[config.mk]
export PLATFORM = sky130hd
export DESIGN_NAME = spi_master_sim_flat
export DESIGN_NICKNAME = d
export VERILOG_FILES = /design/src/rtl/spi_sim_pkg.sv /design/src/rtl/spi_master_sim_if.sv /design/src/rtl/spi_sim_phase_cnt.sv /design/src/rtl/spi_master_sim.sv /design/src/flat_wrapper.sv
export SDC_FILE = /design/constraint.sdc
export NUM_CORES = 1
export LEC_CHECK = 0
export BUFFER_PORTS_ARGS = -buffer_cell sky130_fd_sc_hd__buf_2
export CORE_MARGIN = 5
export CORE_UTILIZATION = 59
export DETAILED_ROUTE_END_ITERATION = 12
export GPL_ROUTABILITY_DRIVEN = 1
export GPL_TIMING_DRIVEN = 0
export PLACE_DENSITY = 0.8
export SETUP_SLACK_MARGIN = 0.05
export SYNTH_ARGS = -nofsm -noshare
export SYNTH_HDL_FRONTEND = slang
export SYNTH_SLANG_ARGS = --single-unit
[constraint.sdc]
create_clock -name clk -period 6.8 [get_ports clk]
set_input_delay 0.68 -clock clk [delete_from_list [all_inputs] [get_ports clk]]
set_output_delay 0.68 -clock clk [all_outputs]
set_load 0.05 [all_outputs]
[src/rtl/spi_sim_pkg.sv]
// Shared constants, state type and clamp helpers for the simulated SPI bus generator.
package spi_sim_pkg;

    localparam logic [19:0] ADDR_CTRL  = 20'h00080;
    localparam logic [19:0] ADDR_HALF  = 20'h00084;
    localparam logic [19:0] ADDR_NBITS = 20'h00088;
    localparam logic [19:0] ADDR_MOSI  = 20'h0008C;
    localparam logic [19:0] ADDR_MISO  = 20'h00090;
    localparam logic [19:0] ADDR_GAP   = 20'h00094;

    localparam logic [15:0] RST_HALF  = 16'd5;
    localparam logic [5:0]  RST_NBITS = 6'd16;
    localparam logic [31:0] RST_MOSI  = 32'h0000_33AA;
    localparam logic [31:0] RST_MISO  = 32'h0000_3303;
    localparam logic [15:0] RST_GAP   = 16'd20;

    localparam logic [15:0] MIN_HALF = 16'd2;
    localparam logic [15:0] MIN_GAP  = 16'd4;

    typedef enum logic [2:0] {IDLE, SETUP, HIGH, LOW, HOLD, GAP} spiState_t;

    function automatic logic [15:0] clampHalf(input logic [15:0] v);
        return (v < MIN_HALF) ? MIN_HALF : v;
    endfunction

    function automatic logic [15:0] clampGap(input logic [15:0] v);
        return (v < MIN_GAP) ? MIN_GAP : v;
    endfunction

    function automatic logic [5:0] clampBits(input logic [5:0] v);
        return ((v == 6'd0) || (v > 6'd32)) ? 6'd32 : v;
    endfunction

endpackage

[src/rtl/spi_master_sim_if.sv]
// System bus write port of the simulated SPI bus generator.
interface spi_master_sim_if;
    logic [31:0] sys_addr;
    logic [31:0] sys_wdata;
    logic        sys_wen;

    modport master (output sys_addr, output sys_wdata, output sys_wen);
    modport slave  (input  sys_addr, input  sys_wdata, input  sys_wen);
endinterface

[src/rtl/spi_sim_phase_cnt.sv]
// Loadable 16-bit down-counter; tc is high while the count sits at zero.
module spi_sim_phase_cnt (
    input  logic        clk,
    input  logic        rstn,
    input  logic        load,
    input  logic [15:0] loadVal,
    output logic        tc
);
    logic [15:0] count;

    // load wins; otherwise count down and park at zero
    always_ff @(posedge clk or negedge rstn) begin
        if (!rstn) begin
            count <= '0;
        end else if (load) begin
            count <= loadVal;
        end else if (count != '0) begin
            count <= count - 16'd1;
        end
    end

    assign tc = (count == '0);
endmodule

[src/rtl/spi_master_sim.sv]
// SPI mode-0 telegram generator driving cs/sclk/mosi and a simulated slave miso.
module spi_master_sim
    import spi_sim_pkg::*;
(
    input  logic            clk,
    input  logic            rstn,
    spi_master_sim_if.slave bus,
    output logic            cs,
    output logic            sclk,
    output logic            mosi,
    output logic            miso,
    output logic            busy,
    output logic            done
);
    logic        ctrlCont;
    logic [15:0] halfReg;
    logic [5:0]  nReg;
    logic [31:0] mosiReg;
    logic [31:0] misoReg;
    logic [15:0] gapReg;

    spiState_t   state;
    logic [15:0] shHalf;
    logic [15:0] shGap;
    logic [5:0]  bitCnt;
    logic        holdSecond;
    logic [31:0] mosiSh;
    logic [31:0] misoSh;

    logic        startWr;
    logic        doStart;
    logic        tc;
    logic        cntLoad;
    logic [15:0] cntVal;
    logic [15:0] startHalf;
    logic [5:0]  startN;
    logic [31:0] mosiStart;
    logic [31:0] misoStart;
    logic        unusedAddr;

    assign unusedAddr = ^bus.sys_addr[31:20];
    assign startWr    = bus.sys_wen && (bus.sys_addr[19:0] == ADDR_CTRL) && bus.sys_wdata[1];
    assign startHalf  = clampHalf(halfReg);
    assign startN     = clampBits(nReg);
    // Left-align the words so bit N-1 sits at bit 31 and shifts out first.
    assign mosiStart  = mosiReg << (6'd32 - startN);
    assign misoStart  = misoReg << (6'd32 - startN);

    // register file; start is a strobe and is never stored
    always_ff @(posedge clk or negedge rstn) begin
        if (!rstn) begin
            ctrlCont <= 1'b0;
            halfReg  <= RST_HALF;
            nReg     <= RST_NBITS;
            mosiReg  <= RST_MOSI;
            misoReg  <= RST_MISO;
            gapReg   <= RST_GAP;
        end else if (bus.sys_wen) begin
            case (bus.sys_addr[19:0])
                ADDR_CTRL:  ctrlCont <= bus.sys_wdata[0];
                ADDR_HALF:  halfReg  <= bus.sys_wdata[15:0];
                ADDR_NBITS: nReg     <= bus.sys_wdata[5:0];
                ADDR_MOSI:  mosiReg  <= bus.sys_wdata;
                ADDR_MISO:  misoReg  <= bus.sys_wdata;
                ADDR_GAP:   gapReg   <= bus.sys_wdata[15:0];
                default: ;
            endcase
        end
    end

    // message start decision and phase-counter reload for the next phase
    always_comb begin
        doStart = ((state == IDLE) && (startWr || ctrlCont)) ||
                  ((state == GAP) && tc && ctrlCont);
        cntLoad = doStart || ((state != IDLE) && tc);
        cntVal  = shHalf - 16'd1;
        if (doStart) begin
            cntVal = startHalf - 16'd1;
        end else if ((state == HOLD) && holdSecond) begin
            cntVal = shGap - 16'd1;
        end
    end

    spi_sim_phase_cnt phaseCnt (
        .clk     (clk),
        .rstn    (rstn),
        .load    (cntLoad),
        .loadVal (cntVal),
        .tc      (tc)
    );

    // telegram FSM with registered pin outputs
    always_ff @(posedge clk or negedge rstn) begin
        if (!rstn) begin
            state      <= IDLE;
            cs         <= 1'b1;
            sclk       <= 1'b0;
            mosi       <= 1'b0;
            miso       <= 1'b0;
            busy       <= 1'b0;
            done       <= 1'b0;
            shHalf     <= MIN_HALF;
            shGap      <= MIN_GAP;
            bitCnt     <= '0;
            holdSecond <= 1'b0;
            mosiSh     <= '0;
            misoSh     <= '0;
        end else begin
            done <= 1'b0;
            case (state)
                IDLE: ;
                SETUP, LOW: begin
                    if (tc) begin
                        state <= HIGH;
                        sclk  <= 1'b1;
                    end
                end
                HIGH: begin
                    if (tc) begin
                        sclk   <= 1'b0;
                        bitCnt <= bitCnt - 6'd1;
                        if (bitCnt == 6'd1) begin
                            state      <= HOLD;
                            holdSecond <= 1'b0;
                        end else begin
                            state  <= LOW;
                            mosi   <= mosiSh[30];
                            miso   <= misoSh[30];
                            mosiSh <= {mosiSh[30:0], 1'b0};
                            misoSh <= {misoSh[30:0], 1'b0};
                        end
                    end
                end
                // Trailing sclk-low time spans two half periods so cs stays low half*(2N+2).
                HOLD: begin
                    if (tc) begin
                        if (!holdSecond) begin
                            holdSecond <= 1'b1;
                        end else begin
                            state <= GAP;
                            cs    <= 1'b1;
                            mosi  <= 1'b0;
                            miso  <= 1'b0;
                            done  <= 1'b1;
                        end
                    end
                end
                GAP: begin
                    if (tc && !ctrlCont) begin
                        state <= IDLE;
                        busy  <= 1'b0;
                    end
                end
                default: state <= IDLE;
            endcase
            // A start (from IDLE or a continuous GAP exit) overrides the case above.
            if (doStart) begin
                state      <= SETUP;
                cs         <= 1'b0;
                sclk       <= 1'b0;
                busy       <= 1'b1;
                mosi       <= mosiStart[31];
                miso       <= misoStart[31];
                mosiSh     <= mosiStart;
                misoSh     <= misoStart;
                bitCnt     <= startN;
                shHalf     <= startHalf;
                shGap      <= clampGap(gapReg);
                holdSecond <= 1'b0;
            end
        end
    end
endmodule

[src/flat_wrapper.sv]
// flat-port wrapper written by rule: the top's interface ports become plain ports
module spi_master_sim_flat import spi_sim_pkg::*;
  (clk, rstn, cs, sclk, mosi, miso, busy, done, bus_sys_addr, bus_sys_wdata, bus_sys_wen);
  spi_master_sim_if bus_i ();
  input  logic clk;
  input  logic rstn;
  output logic cs;
  output logic sclk;
  output logic mosi;
  output logic miso;
  output logic busy;
  output logic done;
  input wire logic [$bits(bus_i.sys_addr)-1:0] bus_sys_addr;
  input wire logic [$bits(bus_i.sys_wdata)-1:0] bus_sys_wdata;
  input wire logic [$bits(bus_i.sys_wen)-1:0] bus_sys_wen;
  assign bus_i.sys_addr = bus_sys_addr;
  assign bus_i.sys_wdata = bus_sys_wdata;
  assign bus_i.sys_wen = bus_sys_wen;
  spi_master_sim u_core (.clk(clk), .rstn(rstn), .bus(bus_i), .cs(cs), .sclk(sclk), .mosi(mosi), .miso(miso), .busy(busy), .done(done));
endmodule
==> results by stage <==
Outcome:
- The run finished with clean final reports.

Floorplanning:
- 73 I/O pins were placed.
- The die extent in x is 160.7 um.
- The initial core utilization is 59.54%.
- Row generation in the floorplan step produced 55 rows.
- The die is 160.7 um tall.
- The total core area is 0.02250 mm^2.
- The die footprint is 0.02582 mm^2.

GRT:
- The total congestion overflow after global routing is 0.
- The first global-routing pass estimated 65.66 mm of wire.
- The largest net degree at the start of global routing is 127.
- The number of antenna violations at the first check in global routing is 0.
- Global routing used 32.18% of the available tracks across all layers.
- The number of global-route vias before repair is 11090.

Final layout:
- The area growth from synthesis to layout is 11.64%.
- The final layout contains 1497 nets.
- The total inserted antenna cells is 0.
- Counting the fill cells in the layout gives 1758.
- The fraction of final layout cells with drive strength greater than 1 is 21.94%.
- At the end of the flow the core is filled with cells to 66.48%.

Power:
- For this design the ratio of total power to cell area is 207.2 mW/mm^2.
- The worst-case IR drop observed on VDD is 217.6 uV.
- For this design the static power due to leakage is 6.879 nW.

Timing:
- The transition time at the pin with the least slew margin is 1.396 ns.
- The share of the clock period used by the worst path after layout is 76.36%.
- The clock tree skew after final layout is 0.009538 ns.
- Setup repair after global routing left no endpoint under its margin.
- In the final timing run, aggregate negative setup slack is 0 ns.
- The number of slew-limit violations in the final report is 0.
- The final number of hold-violating endpoints is 0.
- Static timing analysis puts the maximum clock frequency at 0.1926 GHz.
- The worst pin sits at a relative slew slack of 6.726%.
- The smallest clock period supported by the final layout is computed as 5.192 ns.
- The final setup violation count is 0.

CTS:
- The clock drives 229 sinks.
- The clock passes through at most 3 buffers.
- The number of buffers added by the clock tree synthesis step is 26.
- The master cell of the clock root buffer is sky130_fd_sc_hd__clkbuf_16.
- The insertion delay of the later-clocked pin in the worst-skew pair is 0.54 ns.
- Post-CTS timing repair inserted 0 buffers for setup.
- Clock-pin slew was measured on the worst setup and hold paths at 0.06 ns.
- The total of cells resized after clock tree synthesis is 0.
- TritonCTS built the clock tree.
- The quantity of hold-fixing buffers added after cts is 0.
- The level count of the clock H-tree is 1.

Flow run:
- Across the run, the number of max-cap violations was 0.

Drt:
- Dividing the detail-routed wire length by the instance count gives 24.23 um.
- The ratio of routed vias to standard cells is 6.688.
- The first detailed-routing pass ran for 7 iterations.
- Wires add up to 41.92 mm.
- The total number of vias is 11570.
- The number of nets with antenna violations after detailed routing is 0.
- After the first detailed-routing iteration, the DRC count stood at 1474.
- The remaining design rule violation count is 0.

Worst setup path:
- The data arrival time of the worst path is 5.60 ns.
- For the worst flop-to-flop path, the logic depth is 14.
- The most numerous cell type found on the critical path is sky130_fd_sc_hd__buf_2.
- The critical path endpoint is u_core.misoSh[30].
- The slowest stage of the critical path is the sky130_fd_sc_hd__buf_1 cell.
- The setup path with the least slack is of type reg2reg.
- In this run the critical register-to-register path is captured at u_core.misoSh[30].
- The critical path startpoint category is a flop.
- Counting buffers and inverters, the worst setup path is 14 cells deep.
- Of all nets on the critical path, the largest fanout is 10.
- The startpoint identified for the worst register-to-register timing path is u_core.nReg[5].
- The family with the most delay on the worst path is buffers and inverters.
- In this design, the stage delay of the slowest critical-path cell is 0.56 ns.
- Traced cell by cell, the critical path runs through nor2b_1, buf_2, inv_1, buf_2, buf_2, ha_1, buf_2, buf_1, clkbuf_1, o21ai_0, mux2i_1, mux2i_1, a211oi_1, o21ai_0.
- The critical path capture point type is a flop.
- STA puts the critical path data required time at 7.21 ns.
- For flop-to-flop paths, the worst setup slack is 1.61 ns.
- The critical path starts at u_core.nReg[5].
- The count of buffer and inverter cells on the critical path is 7.

Synthesis:
- The gate count after technology mapping is 1339.
- The number of nets in the synthesized netlist is 1410.
- Yosys mapped a number of flops with a built-in enable equal to 0.
- In this run the biggest area consumer among cell types represents 38.66% of the synthesized area.
- The total number of yosys warnings is 0.
- In this run, distinct cell masters in the synthesized netlist total 67.
- Summed over all instances, the cell type with the most area after synthesis is sky130_fd_sc_hd__dfrtp_1.
- The leading cell type by number of instances after synthesis is sky130_fd_sc_hd__nand2_1.
- The average instance area after synthesis is 10.01 um^2.
- After synthesis, the cell types taking the most area are sky130_fd_sc_hd__dfrtp_1 (39%), sky130_fd_sc_hd__mux4_2 (8.9%), sky130_fd_sc_hd__mux2_2 (8.8%).
- The cell area after synthesis is 0.01340 mm^2.
- The async set-or-reset flop fraction in the synthesized netlist is 100.0%.
- After synthesis the netlist holds a flip-flop and latch count of 229.
- The commonest cells after synthesis are sky130_fd_sc_hd__nand2_1 (219), sky130_fd_sc_hd__dfrtp_1 (207), sky130_fd_sc_hd__nor2_1 (117), sky130_fd_sc_hd__mux2_2 (105), sky130_fd_sc_hd__o21ai_0 (89).
- The portion of the post-synthesis area used by sequential elements is 42.97%.
- The most used flip-flop cell after synthesis is sky130_fd_sc_hd__dfrtp_1.

Placement:
- Input and output buffers added on the ports amount to 58.
- Detailed placement ended at an HPWL of 31.10 mm.
- The final RePlAce weighted congestion is 1.018.

Worst hold path:
- The type of the worst min-delay path is in2async.
sequential cells by signal, indices dropped and copies added, names as in the netlist, 3 cells and up:
| register | count |
|---|---|
| u_core.state | 3 |
| u_core.gapReg | 16 |
| u_core.misoSh | 31 |
| u_core.mosiReg | 32 |
| u_core.shGap | 16 |
| u_core.misoReg | 32 |
| u_core.mosiSh | 31 |
| u_core.phaseCnt.count | 16 |
| u_core.shHalf | 16 |
| u_core.halfReg | 16 |
| u_core.nReg | 6 |
| u_core.bitCnt | 6 |
routing by layer:
metal	GRT usage (%)	routed length (um)	vias up
met5	0	0	-
met4	7.949	1082	0
met3	7.365	4817	86
met2	47.66	18310	716
met1	48.55	17710	5691
li1	-	-	5078
kinds of logic after synthesis:
kind of cell | count (synthesis) | share of synthesized area, %
muxes | 241 | 23.93
xor gates and xnor gates | 10 | 0.6537
buffers and inverters | 107 | 3.315
adders and majority gates | 4 | 0.3735
DFF | 229 | 42.97
and+or+nand+nor | 476 | 16.08
AOI/OAI and AO/OA | 272 | 12.67
power by group:
group | total [W] | switching, W | internal (W)
logic | 0.000234 | 0.000139 | 0.0000949
clock network | 0.00142 | 0.000575 | 0.000848
registers | 0.00144 | 0.0000327 | 0.00141
metrics by stage:
stage	setup WS (ns)	total power, W	std cells	cell area [um^2]	hold WS, ns
2_1_floorplan	2.799	0.001601	1339	13400	0.3844
3_3_place_gp	1.181	0.001686	1682	14050	0.4517
3_5_place_dp	1.774	0.001695	1683	14080	0.4645
4_1_cts	1.741	0.003108	1730	14950	0.2068
5_1_grt	1.317	0.003202	1730	14960	0.2174
6_report	1.608	0.003100	1730	14960	0.1473
worst min path at each step:
| stage | from | to | cells past startpoint |
|---|---|---|---|
| 2_1_floorplan | rstn | u_core.bitCnt[0] | 0 |
| 3_3_place_gp | u_core.shHalf[3] | u_core.shHalf[3] | 2 |
| 3_5_place_dp | u_core.shHalf[15] | u_core.shHalf[15] | 2 |
| 4_1_cts | rstn | u_core.mosiReg[25] | 1 |
| 5_1_grt | rstn | u_core.misoReg[24] | 1 |
| 6_report | rstn | u_core.misoReg[24] | 1 |
cell type report:
type                    instances  area, um^2  share of cell area (%)
inverters                       7       26.28                  0.1756
repair buffers                 59       327.8                   2.191
well taps                     285       356.6                   2.384
plain buffers                 100       417.9                   2.794
clock buffers                  39       759.5                   5.077
multi-input cells            1003        7203                   48.15
clock inverters                 8       110.1                  0.7360
flip-flops and latches        229        5758                   38.49
cell usage in the layout, fill, tap and decap left out, types with 6 or more instances in the layout:
master and n:
sky130_fd_sc_hd__mux2i_1 83, sky130_fd_sc_hd__a31oi_1 11, sky130_fd_sc_hd__nand2_1 219, sky130_fd_sc_hd__dfrtp_1 207, sky130_fd_sc_hd__clkbuf_1 78, sky130_fd_sc_hd__buf_1 7
sky130_fd_sc_hd__mux4_2 53, sky130_fd_sc_hd__inv_1 7, sky130_fd_sc_hd__a21oi_1 70, sky130_fd_sc_hd__nor3_1 28, sky130_fd_sc_hd__and3_1 15, sky130_fd_sc_hd__nor2_1 117
sky130_fd_sc_hd__xnor2_1 7, sky130_fd_sc_hd__buf_2 76, sky130_fd_sc_hd__nand2b_1 6, sky130_fd_sc_hd__nand3_1 15, sky130_fd_sc_hd__o211ai_1 11, sky130_fd_sc_hd__mux2_2 105
sky130_fd_sc_hd__a211oi_1 23, sky130_fd_sc_hd__and2_1 10, sky130_fd_sc_hd__o22ai_1 10, sky130_fd_sc_hd__or3_1 16, sky130_fd_sc_hd__o21ai_0 89, sky130_fd_sc_hd__a221oi_1 23
sky130_fd_sc_hd__nor4_1 13, sky130_fd_sc_hd__dfstp_2 22, sky130_fd_sc_hd__clkbuf_16 26, sky130_fd_sc_hd__clkbuf_8 6
No activity file was read; power rests on OpenSTA's default activity.
